==> src/rtl/network_interface_unit_if.sv <==
// Core/router-facing signal bundle of the network interface unit.
// master = pipeline + router side, slave = the unit itself.
interface network_interface_unit_if #(
   parameter int DEST_WIDTH = 8
);
   logic                  net_write;
   logic                  net_read;
   logic [2:0]            net_funct3;
   logic [31:0]           address;
   logic [31:0]           write_data;
   logic [31:0]           read_data;
   logic                  busy;
   logic [DEST_WIDTH+31:0] tx_packet;
   logic                  tx_valid;
   logic                  tx_ready;
   logic [31:0]           rx_data;
   logic                  rx_valid;
   logic                  rx_ready;

   modport master (
      output net_write, net_read, net_funct3, address, write_data,
      output tx_ready, rx_data, rx_valid,
      input  read_data, busy, tx_packet, tx_valid, rx_ready
   );

   modport slave (
      input  net_write, net_read, net_funct3, address, write_data,
      input  tx_ready, rx_data, rx_valid,
      output read_data, busy, tx_packet, tx_valid, rx_ready
   );
endinterface

==> src/rtl/network_interface_unit.sv <==
// SWNET/LWNET network interface: TX and RX FIFOs between pipeline and router.
// Optional status read (funct3=3'b111) is enabled by defining NIU_STATUS_EN.
module niu_fifo #(
   parameter int WIDTH = 32,
   parameter int DEPTH = 4
) (
   input  logic                     clk,
   input  logic                     rst,
   input  logic                     push,
   input  logic                     pop,
   input  logic [WIDTH-1:0]         wdata,
   output logic [WIDTH-1:0]         head,
   output logic [$clog2(DEPTH):0]   count,
   output logic                     empty,
   output logic                     full
);
   localparam int PW = $clog2(DEPTH);
   localparam logic [PW:0]   FULL_COUNT = (PW+1)'(DEPTH);
   localparam logic [PW:0]   COUNT_ONE  = (PW+1)'(1);
   localparam logic [PW-1:0] PTR_ONE    = (PW)'(1);

   logic [WIDTH-1:0] mem [DEPTH];
   logic [PW-1:0]    wr_ptr_reg;
   logic [PW-1:0]    rd_ptr_reg;
   logic [PW:0]      count_reg;
   logic             do_push;
   logic             do_pop;

   assign empty   = (count_reg == '0);
   assign full    = (count_reg == FULL_COUNT);
   assign do_pop  = pop & ~empty;
   // A pop frees the slot on the same edge, so push-on-full is legal with a pop.
   assign do_push = push & (~full | do_pop);

   always_ff @(posedge clk or posedge rst) begin
      if (rst) begin
         wr_ptr_reg <= '0;
         rd_ptr_reg <= '0;
         count_reg  <= '0;
      end else begin
         if (do_push) wr_ptr_reg <= wr_ptr_reg + PTR_ONE;
         if (do_pop)  rd_ptr_reg <= rd_ptr_reg + PTR_ONE;
         case ({do_push, do_pop})
            2'b10:   count_reg <= count_reg + COUNT_ONE;
            2'b01:   count_reg <= count_reg - COUNT_ONE;
            default: count_reg <= count_reg;
         endcase
      end
   end

   always_ff @(posedge clk) begin
      if (do_push) mem[wr_ptr_reg] <= wdata;
   end

   // Stale storage must never leak out of an empty FIFO (e.g. after reset).
   assign head  = empty ? '0 : mem[rd_ptr_reg];
   assign count = count_reg;
endmodule

module network_interface_unit #(
   parameter int FIFO_DEPTH = 4,
   parameter int DEST_WIDTH = 8
) (
   input  logic                     clk,
   input  logic                     rst,
   network_interface_unit_if.slave  bus
);
   localparam int CW = $clog2(FIFO_DEPTH) + 1;

   logic [DEST_WIDTH+31:0] tx_head;
   logic [CW-1:0]          tx_count;
   logic                   tx_empty;
   logic                   tx_full;
   logic                   tx_push;
   logic                   tx_pop;

   logic [31:0]            rx_head;
   logic [CW-1:0]          rx_count;
   logic                   rx_empty;
   logic                   rx_full;
   logic                   rx_push;
   logic                   rx_pop;

   logic                   status_rd;
   logic [31:0]            status_word;
   logic [31:0]            read_data_next;
   logic                   busy_next;

   niu_fifo #(.WIDTH(DEST_WIDTH + 32), .DEPTH(FIFO_DEPTH)) tx_fifo (
      .clk   (clk),
      .rst   (rst),
      .push  (tx_push),
      .pop   (tx_pop),
      .wdata ({bus.address[DEST_WIDTH-1:0], bus.write_data}),
      .head  (tx_head),
      .count (tx_count),
      .empty (tx_empty),
      .full  (tx_full)
   );

   niu_fifo #(.WIDTH(32), .DEPTH(FIFO_DEPTH)) rx_fifo (
      .clk   (clk),
      .rst   (rst),
      .push  (rx_push),
      .pop   (rx_pop),
      .wdata (bus.rx_data),
      .head  (rx_head),
      .count (rx_count),
      .empty (rx_empty),
      .full  (rx_full)
   );

`ifdef NIU_STATUS_EN
   assign status_rd = bus.net_read & ~bus.net_write & (bus.net_funct3 == 3'b111);
`else
   assign status_rd = 1'b0;
`endif
   assign status_word = {16'h0000, 8'(rx_count), 8'(tx_count)};

   // Only a non-full TX FIFO takes a write; a stalled SWNET retries every cycle.
   assign tx_push = bus.net_write & ~tx_full;
   assign tx_pop  = ~tx_empty & bus.tx_ready;
   assign rx_push = bus.rx_valid & ~rx_full;

   // Write wins over read; the read path is only considered when no SWNET is present.
   always_comb begin
      read_data_next = '0;
      busy_next      = 1'b0;
      rx_pop         = 1'b0;
      if (!rst) begin
         if (bus.net_write) begin
            busy_next = tx_full;
         end else if (bus.net_read) begin
            if (status_rd) begin
               read_data_next = status_word;
            end else if (rx_empty) begin
               busy_next = 1'b1;
            end else begin
               read_data_next = rx_head;
               rx_pop         = 1'b1;
            end
         end
      end
   end

   assign bus.read_data = read_data_next;
   assign bus.busy      = busy_next;
   assign bus.tx_valid  = ~tx_empty;
   assign bus.tx_packet = tx_head;
   assign bus.rx_ready  = ~rx_full;
endmodule
==> src/flat_wrapper.sv <==
// flat-port wrapper written by rule: the top's interface ports become plain ports
module network_interface_unit_flat 
#(
   parameter int FIFO_DEPTH = 4,
   parameter int DEST_WIDTH = 8
)
  (clk, rst, bus_net_write, bus_net_read, bus_net_funct3, bus_address, bus_write_data, bus_tx_ready, bus_rx_data, bus_rx_valid, bus_read_data, bus_busy, bus_tx_packet, bus_tx_valid, bus_rx_ready);
  network_interface_unit_if #(.DEST_WIDTH(DEST_WIDTH)) bus_i ();
  input  logic clk;
  input  logic rst;
  input wire logic [$bits(bus_i.net_write)-1:0] bus_net_write;
  input wire logic [$bits(bus_i.net_read)-1:0] bus_net_read;
  input wire logic [$bits(bus_i.net_funct3)-1:0] bus_net_funct3;
  input wire logic [$bits(bus_i.address)-1:0] bus_address;
  input wire logic [$bits(bus_i.write_data)-1:0] bus_write_data;
  input wire logic [$bits(bus_i.tx_ready)-1:0] bus_tx_ready;
  input wire logic [$bits(bus_i.rx_data)-1:0] bus_rx_data;
  input wire logic [$bits(bus_i.rx_valid)-1:0] bus_rx_valid;
  output wire logic [$bits(bus_i.read_data)-1:0] bus_read_data;
  output wire logic [$bits(bus_i.busy)-1:0] bus_busy;
  output wire logic [$bits(bus_i.tx_packet)-1:0] bus_tx_packet;
  output wire logic [$bits(bus_i.tx_valid)-1:0] bus_tx_valid;
  output wire logic [$bits(bus_i.rx_ready)-1:0] bus_rx_ready;
  assign bus_i.net_write = bus_net_write;
  assign bus_i.net_read = bus_net_read;
  assign bus_i.net_funct3 = bus_net_funct3;
  assign bus_i.address = bus_address;
  assign bus_i.write_data = bus_write_data;
  assign bus_i.tx_ready = bus_tx_ready;
  assign bus_i.rx_data = bus_rx_data;
  assign bus_i.rx_valid = bus_rx_valid;
  assign bus_read_data = bus_i.read_data;
  assign bus_busy = bus_i.busy;
  assign bus_tx_packet = bus_i.tx_packet;
  assign bus_tx_valid = bus_i.tx_valid;
  assign bus_rx_ready = bus_i.rx_ready;
  network_interface_unit #(.FIFO_DEPTH(FIFO_DEPTH), .DEST_WIDTH(DEST_WIDTH)) u_core (.clk(clk), .rst(rst), .bus(bus_i));
endmodule
==> config.mk <==
export PLATFORM = sky130hd
export DESIGN_NAME = network_interface_unit_flat
export DESIGN_NICKNAME = d
export VERILOG_FILES = /design/src/rtl/network_interface_unit_if.sv /design/src/rtl/network_interface_unit.sv /design/src/flat_wrapper.sv
export SDC_FILE = /design/constraint.sdc
export NUM_CORES = 1
export LEC_CHECK = 0
export ABC_AREA = 0
export CORE_UTILIZATION = 40
export CTS_CLUSTER_DIAMETER = 80
export DETAILED_ROUTE_END_ITERATION = 6
export SYNTH_ARGS = -nofsm -noshare
export SYNTH_HDL_FRONTEND = slang
export SYNTH_SLANG_ARGS = --single-unit
export TNS_END_PERCENT = 30
==> constraint.sdc <==
create_clock -name clk -period 2.4 [get_ports clk]
set_input_delay 0.48 -clock clk [delete_from_list [all_inputs] [get_ports clk]]
set_output_delay 0.48 -clock clk [all_outputs]
set_load 0.005 [all_outputs]
# Yosys cells after proc, flatten, opt, wreduce, memory -nomap -nowiden
# Memories as Yosys holds them, arrays and structs flattened.
# Cells that the tools add are included.
# Widths: inputs -> output; s select.
word_totals:
  regBits: 14
  mem_bits_rw: 288
  inputBits: 105
  out_inout_bits: 75
  memories: 2
mem_list:
  columns: ["name", "depth", "word_bits", "rd", "rd_ports_with_merged_regs", "write_ports", "line_no", "rtl"]
  rows:
  - ["u_core.tx_fifo.mem", 4, 40, 1, 0, 1, "network_interface_unit.sv:22", "logic [WIDTH-1:0] mem [DEPTH];"]
  - ["u_core.rx_fifo.mem", 4, 32, 1, 0, 1, "network_interface_unit.sv:22", null]
classes:
  add_sub_neg: 8
  eq_ne: 6
  muxes: 19
  bitwise: 13
  n_reduce_logical: 4
ops:
  columns: ["cell", "count"]
  rows:
  - ["$mux 32", 4]
  - ["$mux 40", 1]
  - ["$mux 1", 12]
  - ["$pmux 3 s2", 2]
  - ["$add 2x1->2 const B", 4]
  - ["$and 1x1->1", 7]
  - ["$add 3x1->3 const B", 2]
  - ["$eq 3x3->1 const B", 2]
  - ["$logic_not 3->1", 2]
  - ["$sub 3x1->3 const B", 2]
  - ["$eq 2x1->1 const B", 2]
  - ["$eq 2x2->1 const B", 2]
  - ["$not 1->1", 4]
  - ["$reduce_bool 2->1", 2]
  - ["$or 1x1->1", 2]

# Depth between registers and ports, before layout
depth:
  ltp_word: 10
  depth_mapped: 10
  depth_no_buf: 9

# Hierarchy
# A second synthesis with hierarchy kept.
hier_totals:
  cells_unflattened: 613
  area_unflattened_um2: 12229.2
modules_own_cells:
  columns: ["module", "instances", "cells_per_inst", "area_each_um2", "seq_area_each_um2"]
  rows:
  - ["niu_fifo at u_core.tx_fifo", 1, 310, 6561.3, 4979.8]
  - ["niu_fifo at u_core.rx_fifo", 1, 259, 5352.6, 4018.9]
  - ["network_interface_unit", 1, 44, 315.3, 0.0]

# Worst setup path before layout
# OpenSTA, ideal clock, no wires.
synth_path:
  path_type: "input to register"
  start: "input port bus_net_write"
  end: "memory u_core.tx_fifo.mem[2][0] (netlist bit) (enable)"
  arrival_time_ps: 1935
  required_time_ps: 1999
  setup_slack_ps: 63
  stages: 3
  n_path_buf: 0
  cell_sequence: "inv_1 -> a31oi_1 -> and2_1"
synth_via:
  elab_chain_len: 4
synth_lines:
  columns: ["element", "line_no", "rtl"]
  rows:
  - ["start, declared", "flat_wrapper.sv:11", "input wire logic [$bits(bus_i.net_write)-1:0] bus_net_write;"]
  - ["$and 1x1->1", "network_interface_unit.sv:121", "assign tx_push = bus.net_write & ~tx_full;"]
  - ["$and 1x1->1", "network_interface_unit.sv:33", "assign do_push = push & (~full | do_pop);"]
  - ["$mux 1", "network_interface_unit.sv:52", "if (do_push) mem[wr_ptr_reg] <= wdata;"]
  - ["$mux 1 (not written as such)", "network_interface_unit.sv:52", null]
  - ["end, declared", "network_interface_unit.sv:22", null]
# No other way between the ends.

# Worst setup path after layout
layout_path:
  start: "register u_core.tx_fifo.rd_ptr_reg[0]"
  end: "output port bus_tx_packet[10]"
layout_via:
  elab_chain_len: 2
layout_lines:
  columns: ["element", "line_no", "rtl"]
  rows:
  - ["start, declared", "network_interface_unit.sv:24", "logic [PW-1:0] rd_ptr_reg;"]
  - ["start signal, assigned", "network_interface_unit.sv:42", "if (do_pop) rd_ptr_reg <= rd_ptr_reg + PTR_ONE;"]
  - ["$mem_v2 4x40", null, null]
  - ["$mux 40", "network_interface_unit.sv:56", "assign head = empty ? '0 : mem[rd_ptr_reg];"]
  - ["end, declared", "flat_wrapper.sv:21", "output wire logic [$bits(bus_i.tx_packet)-1:0] bus_tx_packet;"]
# No other way between the ends.

==> metrics <==
status=finished, violations left; failing checks=negative setup slack; row count=62; max_cap viols=0; Inserted Diodes=0; Clock Power Share=22.8%; Async SR Flop Fraction=4.636%; switching share of power=26.43%; final wirelength=23010 um; die width=173.5 um; Clock Skew=17.49 ps; Critical Path RT=1920 ps; total power=0.01882 W; vias in the first global route=6433; Setup TNS=-8466 ps; register bit total from synthesis=302; placed cells=1084; final hold violations=0; top post-synthesis cells by area=edfxtp_1, mux4_2, dfrtp_1; top_reg_cell synth=edfxtp_1; CTS Buf Count=31; DRC=0; post-synthesis net count=655; fill count=2269; DR vias=5794; Avg WL per Cell=19.50 um; FMAX=383.7 MHz; worst setup slack after layout=-206.2 ps; Finished Layout Cells=1180; post-layout min period=2606 ps; maximum VDD drop=0.5109 mV; Largest Register=u_core.tx_fifo.mem; PwrDens=1208 nW/um^2; total grt overflow=0; initial antenna violation count=0; Via density=4.910; core area=28860 sq um; Initial DRC Count=317; most common cell after layout, fill and taps aside=edfxtp_1; Internal=0.01385 W; Initial Util=40.77%; Worst Path Max Fanout=6; htree depth=1; CTS tree=built; Die Y=173.5 um; crit share post-route=108.6%; Bufs on Longest Clock Path=3; Tightest Hold Check Type=input pin to async pin; yosys warns=0; Ports=180; final instance area=15580 sq um; largest net degree at the start of global routing=44; most frequent cells in the layout=edfxtp_1, clkdlybuf4s50_1, mux4_2, buf_6, and2_4; Netlist cell types=28; Avg Inst Size Synth=21.87 sq um; cell taking the most area after synthesis=edfxtp_1; Detailed Routing Iterations Pass 1=4; Slew headroom=60.23%; Area after DPL=14100 sq um; cell area after synthesis=11770 sq um; PortBufs=152; Seq pwr share=38.9%; Yosys top cell area share=73.50%; Crit. End Element=output pin; RSZ-0062 raised after global routing=yes; CTS Root Cell=clkbuf_16; hpwl dp=13730 um; CP Data Arrival Time=2130 ps; Slew @ Worst Pin=595.9 ps; Sink Count=302; Comb pwr share=38.3%; Die ar.=30110 sq um; Area growth syn-to-layout=32.38%; Crit Path Category=flip-flop to output pin; Max Slew Vio Count=0; Nets=891; first-pass GRT wire length=35850 um; hold buffer count at cts=0; Clk Latency, worst-skew pair=550 ps; Placer Congestion=0.7182; layout cells sized above 1=39.82%; clock slew at reported path FFs=60 ps; number of enable flip-flop cells after synthesis=288; Syn Inst Count=538; Sw Pwr=0.004973 W; gr usage total=15.53%; Static Leakage=5.532 nW; Final setup viols=71; sequential-to-total area share from yosys stat=76.48%; Top Registers=u_core.tx_fifo.mem x160, u_core.rx_fifo.mem x128; Largest register FFs=160; Antenna Nets Post-Route=0; type of origin of the critical path=flip-flop
[final timing paths]
path	from	to	cells after the start	slack, ps
min reg2reg	u_core.tx_fifo.rd_ptr_reg[1]	u_core.tx_fifo.rd_ptr_reg[1]	1	500
max	u_core.tx_fifo.rd_ptr_reg[0]	bus_tx_packet[10]	6	-210
min	rst	u_core.rx_fifo.count[1]	3	470
max in group asynchronous	rst	u_core.rx_fifo.rd_ptr_reg[0]	3	1500
max reg2reg	u_core.tx_fifo.count[0]	u_core.tx_fifo.count[2]	9	200
min in group clk	u_core.tx_fifo.rd_ptr_reg[1]	u_core.tx_fifo.rd_ptr_reg[1]	1	500
[worst max-delay path, cell delays in order (launching register included)]
cell and delay [ps]:
dfrtp_2 440, buf_12 140, buf_12 130, buf_8 100
mux4_2 490, and2_4 170, buf_6 100
[repair_timing]
action                     in CTS  in global routing
cloned                          5                  0
pin swaps                      20                  0
setup endpoints to repair      74                 73
setup buffers                  39                  2
resized for setup             287                 64
[cells by family (layout without fill, tap and decap cells)]
group                      Yosys count  after routing  synth area share (%)
and+or+nand+nor                     93             93                 4.987
AOI/OAI and AO/OA                    2              2               0.09570
adders and majority gates           12             12                 1.404
DFF                                302            302                 76.48
xor gates and xnor gates            12             12                0.8932
buffers and inverters               41            299                 1.967
muxes                               76             76                 14.17
[synth_stat cells, types with 3 or more instances]
library cell and count:
dfrtp_1 14, mux4_2 72, xnor2_1 7, ha_1 10, clkbuf_1 8, nor2b_1 32, buf_6 8, inv_1 15
buf_2 8, xor2_1 5, edfxtp_1 288, and2_1 45, nor2_1 3, and3_2 4
[per-layer routing]
layer	GRT usage (%)	routed length, um	up-vias
met5	0	0	-
met4	3.614	398	0
met3	3.246	1373	29
met2	27.36	11630	178
met1	19.65	9605	2968
li1	-	-	2619
[power groups by stage]
stage / combinational [W] / clock, W / sequential (W)
global route: 0.00776 / 0.00458 / 0.00740
floorplan: 0.00344 / 0 / 0.00729
global placement: 0.00599 / 0 / 0.00734
CTS: 0.00739 / 0.00440 / 0.00732
detailed placement: 0.00608 / 0 / 0.00743
finish: 0.00721 / 0.00429 / 0.00732
[cell type report]
| cell class | instances | area (sq um) | area share (%) |
|---|---|---|---|
| clock buffer | 40 | 809.5 | 5.197 |
| clock inverter | 15 | 98.84 | 0.6346 |
| inverter | 15 | 56.30 | 0.3615 |
| multi-input combinational | 195 | 2744 | 17.62 |
| sequential | 302 | 9002 | 57.80 |
| tap | 384 | 480.5 | 3.085 |
| timing repair buffer | 229 | 2385 | 15.31 |
[per-stage QoR]
stage	hold slack, ps	utilization, %	setup WS [ps]
2_1_floorplan	369.2	-	63.46
3_3_place_gp	469.6	48.85	-189.9
3_5_place_dp	492.8	48.85	-254.0
4_1_cts	466.9	54.28	-310.2
5_1_grt	527.1	53.98	-281.2
6_report	465.1	53.98	-206.2
Power figures use the tool's default switching activity.
